--- src/rtl/viterbi_decoder_param.sv ---
// Parametrised rate-1/2 hard-decision Viterbi decoder with register-exchange survivors.
// Define VITERBI_ERASURE_EN to add the cx_erase port (an erased code bit adds 0 to the branch metric).
module viterbi_decoder_param #(
  parameter int unsigned  K        = 3,
  parameter logic [K-1:0] G0       = 3'b111,
  parameter logic [K-1:0] G1       = 3'b101,
  parameter int unsigned  TB_DEPTH = 15,
  parameter int unsigned  PMW      = 6
) (
  input  logic       clk,
  input  logic       reset,
  input  logic       clear,
  input  logic       cx_valid,
  input  logic [1:0] cx,
`ifdef VITERBI_ERASURE_EN
  input  logic [1:0] cx_erase,
`endif
  output logic       d,
  output logic       d_valid
);

  localparam int unsigned SW = K - 1;
  localparam int unsigned N  = 1 << SW;
  localparam int unsigned CW = $clog2(TB_DEPTH);
  localparam int unsigned PW = TB_DEPTH - 1;

  typedef logic [PMW-1:0] pm_t;
  typedef logic [PW-1:0]  path_t;
  typedef logic [SW-1:0]  st_t;

  localparam pm_t           PM_MAX   = '1;
  localparam logic [CW-1:0] CNT_LAST = CW'(TB_DEPTH - 1);

  pm_t           pm_q   [N];
  pm_t           pm_d   [N];
  path_t         path_q [N];
  path_t         path_d [N];
  logic [CW-1:0] cnt_q, cnt_d;
  logic          d_q, d_d;
  logic          d_valid_q, d_valid_d;

  logic [1:0]          erase_c;
  pm_t                 new_pm   [N];
  logic [TB_DEPTH-1:0] new_path [N];
  pm_t                 min_pm_c;
  st_t                 best_c;

`ifdef VITERBI_ERASURE_EN
  assign erase_c = cx_erase;
`else
  assign erase_c = 2'b00;
`endif

  // Hamming distance between received symbol and the branch label of transition {p, b}.
  function automatic logic [1:0] branch_metric(input st_t p, input logic b,
                                               input logic [1:0] sym, input logic [1:0] era);
    logic [K-1:0] r;
    logic         m0;
    logic         m1;
    r  = {p, b};
    m0 = (sym[0] ^ (^(r & G0))) & ~era[0];
    m1 = (sym[1] ^ (^(r & G1))) & ~era[1];
    return {1'b0, m0} + {1'b0, m1};
  endfunction

  function automatic pm_t sat_add(input pm_t a, input logic [1:0] bm);
    logic [PMW:0] sum;
    sum = {1'b0, a} + (PMW+1)'(bm);
    return sum[PMW] ? PM_MAX : sum[PMW-1:0];
  endfunction

  // Add-compare-select per next state; ties keep the p0 survivor.
  always_comb begin : acs
    st_t ns;
    st_t p0;
    st_t p1;
    pm_t c0;
    pm_t c1;
    ns = '0;
    p0 = '0;
    p1 = '0;
    c0 = '0;
    c1 = '0;
    for (int unsigned s = 0; s < N; s++) begin
      ns = st_t'(s);
      p0 = ns >> 1;
      p1 = p0 | (st_t'(1) << (K - 2));
      c0 = sat_add(pm_q[p0], branch_metric(p0, ns[0], cx, erase_c));
      c1 = sat_add(pm_q[p1], branch_metric(p1, ns[0], cx, erase_c));
      if (c1 < c0) begin
        new_pm[s]   = c1;
        new_path[s] = {path_q[p1], ns[0]};
      end else begin
        new_pm[s]   = c0;
        new_path[s] = {path_q[p0], ns[0]};
      end
    end
  end

  // Minimum new metric and its state, lowest index winning ties.
  always_comb begin : best_state
    min_pm_c = new_pm[0];
    best_c   = '0;
    for (int unsigned s = 1; s < N; s++) begin
      if (new_pm[s] < min_pm_c) begin
        min_pm_c = new_pm[s];
        best_c   = st_t'(s);
      end
    end
  end

  // The survivor MSB only feeds d, so storage keeps TB_DEPTH-1 bits per state.
  always_comb begin : next_state
    pm_d      = pm_q;
    path_d    = path_q;
    cnt_d     = cnt_q;
    d_d       = d_q;
    d_valid_d = 1'b0;
    if (clear) begin
      for (int unsigned s = 0; s < N; s++) begin
        pm_d[s]   = (s == 0) ? pm_t'(0) : PM_MAX;
        path_d[s] = '0;
      end
      cnt_d = '0;
      d_d   = 1'b0;
    end else if (cx_valid) begin
      for (int unsigned s = 0; s < N; s++) begin
        pm_d[s]   = new_pm[s] - min_pm_c;
        path_d[s] = new_path[s][PW-1:0];
      end
      if (cnt_q != CNT_LAST) begin
        cnt_d = cnt_q + CW'(1);
      end else begin
        d_d       = new_path[best_c][TB_DEPTH-1];
        d_valid_d = 1'b1;
      end
    end
  end

  always_ff @(posedge clk or negedge reset) begin
    if (!reset) begin
      for (int unsigned s = 0; s < N; s++) begin
        pm_q[s]   <= (s == 0) ? pm_t'(0) : PM_MAX;
        path_q[s] <= '0;
      end
      cnt_q     <= '0;
      d_q       <= 1'b0;
      d_valid_q <= 1'b0;
    end else begin
      pm_q      <= pm_d;
      path_q    <= path_d;
      cnt_q     <= cnt_d;
      d_q       <= d_d;
      d_valid_q <= d_valid_d;
    end
  end

  assign d       = d_q;
  assign d_valid = d_valid_q;

endmodule

--- config.mk ---
export PLATFORM = sky130hd
export DESIGN_NAME = viterbi_decoder_param
export DESIGN_NICKNAME = d
export VERILOG_FILES = /design/src/rtl/viterbi_decoder_param.sv
export SDC_FILE = /design/constraint.sdc
export NUM_CORES = 1
export LEC_CHECK = 0
export BUFFER_PORTS_ARGS = -buffer_cell sky130_fd_sc_hd__buf_2
export CAP_MARGIN = 20
export CORE_MARGIN = 2
export CORE_UTILIZATION = 40
export CTS_BUF_LIST = sky130_fd_sc_hd__clkbuf_4 sky130_fd_sc_hd__clkbuf_8
export DETAILED_ROUTE_END_ITERATION = 8
export HOLD_SLACK_MARGIN = 0.1
export PLACE_DENSITY_LB_ADDON = 0.15
export SLEW_MARGIN = 20
export SYNTH_ARGS = -nofsm -noshare
export SYNTH_HDL_FRONTEND = slang
export SYNTH_SLANG_ARGS = --single-unit
--- constraint.sdc ---
create_clock -name clk -period 16 [get_ports clk]
set_input_delay 1.6 -clock clk [delete_from_list [all_inputs] [get_ports clk]]
set_output_delay 1.6 -clock clk [all_outputs]
set_load 0.05 [all_outputs]
==> results.sh <==
export IMPL_run_status="completed"
export IMPL_synth_ff_type="dfrtp_1"
export IMPL_yosys_warnings=0
export IMPL_worst_slew_pin_slew_ns=0.8962
export IMPL_crit_start="cx[0]"
export IMPL_top_layer="met4"
export IMPL_crit_end="pm_q[22]$_DFFE_PN0P_"
export IMPL_die_w_um=141.6
export IMPL_nets=936
export IMPL_reg2reg_to="pm_q[22]$_DFFE_PN0P_"
export IMPL_grt_pass1_vias=6038
export IMPL_cp_end_kind="register"
export IMPL_clock_latency_ns=0.39
export IMPL_cts_hold_buffers=0
export IMPL_grt_antenna_before_repair=0
export IMPL_finalSetupTns_ns=0
export IMPL_cap_violations=0
export IMPL_setup_viol=0
export IMPL_critPathLaunchType="primary input"
export IMPL_netlist_instances=890
export IMPL_wire_per_inst_um=17.28
export IMPL_dr_wl_met2_um=8846
export IMPL_required_ns=16.31
export IMPL_drc=0
export IMPL_path_max_fanout=20
export IMPL_grt_usage=0.2029
export IMPL_wl_met3_um=721
export IMPL_gp_congestion=0.9088
export IMPL_fin_worst_skew_ns=0.01411
export IMPL_finalWirelength_um=19110
export IMPL_crit_top_cell="ha_1"
export IMPL_drive_gt1_frac=0.1089
export IMPL_fmax_mhz=82.93
export IMPL_ys_seq_elements=80
export IMPL_grt_start_max_net_pins=95
export IMPL_wl_met1_um=9153
export IMPL_rsz0062_at_grt="no"
export IMPL_min_period_over_period=0.7536
export IMPL_syn_avg_cell_area_um2=8.510
export IMPL_area_growth_pct=5.237
export IMPL_core_rowCount=50
export IMPL_critPathArrivalTime_ns=12.36
export IMPL_finalMaxSlewViolations=0
export IMPL_dr_pass1_iters=5
export IMPL_dpl_hpwl_um=14120
export IMPL_post_cts_setup_buffers=0
export IMPL_start_util=0.4062
export IMPL_synth_edf_count=0
export IMPL_reg2reg_slack_ns=5.22
export IMPL_cts_buffers=9
export IMPL_via_per_inst=5.674
export IMPL_io_pins=8
export IMPL_tritoncts="built"
export IMPL_drt_iter0_drc=379
export IMPL_max_stage_delay_ns=0.53
export IMPL_mostFrequentLayoutCell="nor2_1"
export IMPL_clk_pin_slew_ns=0.10
export IMPL_final_cell_mix="nor2_1, mux2i_1, nand2_1"
export IMPL_numPortBuffers=7
export IMPL_seq_area_frac_synth=0.2673
export IMPL_die_h_um=141.6
export IMPL_synth_area_mm2=0.007574
export IMPL_finalHoldViolCount=0
export IMPL_synth_nets=959
export IMPL_reg2reg_from="pm_q[6]$_DFFE_PN1P_"
export IMPL_worstHoldPathType="register to register"
export IMPL_reg2regPathDepth=40
export IMPL_ant_nets=0
export IMPL_grt_pass1_wl_um=32120
export IMPL_synthDistinctLibCells=79
export IMPL_min_period_ns=12.06
export IMPL_die_area_mm2=0.02005
export IMPL_worstSetupPathType="primary input to register"
export IMPL_cts_sinks=80
export IMPL_clock_root_buffer="clkbuf_8"
export IMPL_num_vias=6275
export IMPL_htreeDepth=3
export IMPL_async_reset_ff_frac=1.000
export IMPL_clk_path_buf_depth=2
export IMPL_slew_headroom=0.4025
export IMPL_diodes=0
export IMPL_core_mm2=0.01864
export IMPL_ctsResizeCount=0
export IMPL_gr_total_overflow=0
export IMPL_cp_slowest_cell="mux2i_1"
## per-layer routing
| layer | global-route usage | vias to the layer above |
|---|---|---|
| li1 | - | 3164 |
| met1 | 0.2814 | 2974 |
| met2 | 0.3252 | 111 |
| met3 | 0.03544 | 26 |
| met4 | 0.05947 | 0 |
| met5 | 0 | - |
## Yosys cell counts (3+ instances only)
library cell,count,area share
a311oi_1,3,0.0035
buf_1,6,0.0030
a211oi_1,53,0.053
nor3_1,9,0.0059
a31oi_1,8,0.0066
buf_2,9,0.0059
o211ai_1,17,0.017
a211oi_2,5,0.0083
xor2_1,11,0.013
o21a_1,8,0.0079
nor2b_1,5,0.0041
a211o_1,4,0.0046
clkbuf_1,32,0.016
mux2i_1,85,0.11
ha_1,58,0.096
o221ai_1,4,0.0046
inv_1,54,0.027
a21o_1,8,0.0079
maj3_2,4,0.0059
fa_1,5,0.013
and3_1,4,0.0033
nand2b_1,13,0.011
o21ai_0,27,0.018
a21oi_1,46,0.030
nand4_1,8,0.0066
xnor2_1,26,0.030
nor2_1,122,0.060
o21ai_2,3,0.0035
nand2_1,69,0.034
dfstp_2,18,0.062
or3_1,7,0.0058
dfrtp_1,62,0.20
mux2_2,9,0.013
nand3_1,24,0.016
## cells by family (layout without fill, tap and decap cells)
family	count (synthesis)	in the layout	share of synthesized area
and+or+nand+nor	275	275	0.1624
AOI/OAI and AO/OA	225	225	0.2184
buffers and inverters	107	89	0.05749
muxes	98	98	0.1353
DFF	80	80	0.2673
adders and majority gates	68	68	0.1163
xor gates and xnor gates	37	37	0.04279
## how the worst min path moves through the flow
stage	from	endpoint	slack [ns]	cells after the start
after floorplan	path_q[0]$_DFFE_PN0P_	path_q[0]$_DFFE_PN0P_	0.47	2
after global routing	path_q[0]$_DFFE_PN0P_	path_q[0]$_DFFE_PN0P_	0.53	2
final	path_q[0]$_DFFE_PN0P_	path_q[0]$_DFFE_PN0P_	0.51	2
after CTS	path_q[0]$_DFFE_PN0P_	path_q[0]$_DFFE_PN0P_	0.51	2
after detailed placement	path_q[0]$_DFFE_PN0P_	path_q[0]$_DFFE_PN0P_	0.49	2
after global placement	path_q[0]$_DFFE_PN0P_	path_q[0]$_DFFE_PN0P_	0.48	2
## critical path: cells and delay by family
kind                       cells  cell delay, ns
AOI/OAI and AO/OA             16            4.32
xor gates and xnor gates       1            0.16
adders and majority gates     10            3.07
buffers and inverters          5            0.77
muxes                          3            1.23
and+or+nand+nor                8            1.17
## state kept, by name (all words and copies together) (netlist names)
name and flops:
pm_q 24, path_q 50, d 1, cnt_q 4
d_valid 1
## final cells by class
| class | count | area, µm² |
|---|---|---|
| multi-input cells | 703 | 5125 |
| fillers | 1859 | 10670 |
| flip-flops and latches | 80 | 2024 |
| repair buffers | 17 | 115.1 |
| clock inverters | 7 | 78.83 |
| clock buffers | 9 | 123.9 |
| well taps | 234 | 292.8 |
| inverters | 56 | 210.2 |
## through the flow
stage | setup WS (ns) | area, µm² | util | hold WS (ns) | cells
2_1_floorplan | 4.432 | 7574 | - | 0.4660 | 890
5_1_grt | 3.057 | 7970 | 0.4275 | 0.5257 | 1106
3_3_place_gp | 3.871 | 7767 | 0.4166 | 0.4798 | 1090
3_5_place_dp | 3.688 | 7767 | 0.4166 | 0.4949 | 1090
4_1_cts | 4.089 | 7970 | 0.4275 | 0.5150 | 1106
6_report | 3.942 | 7970 | 0.4275 | 0.5098 | 1106
Power is not shown: default switching activity piles up to over one toggle a cycle in this logic, so the estimate is an artifact.
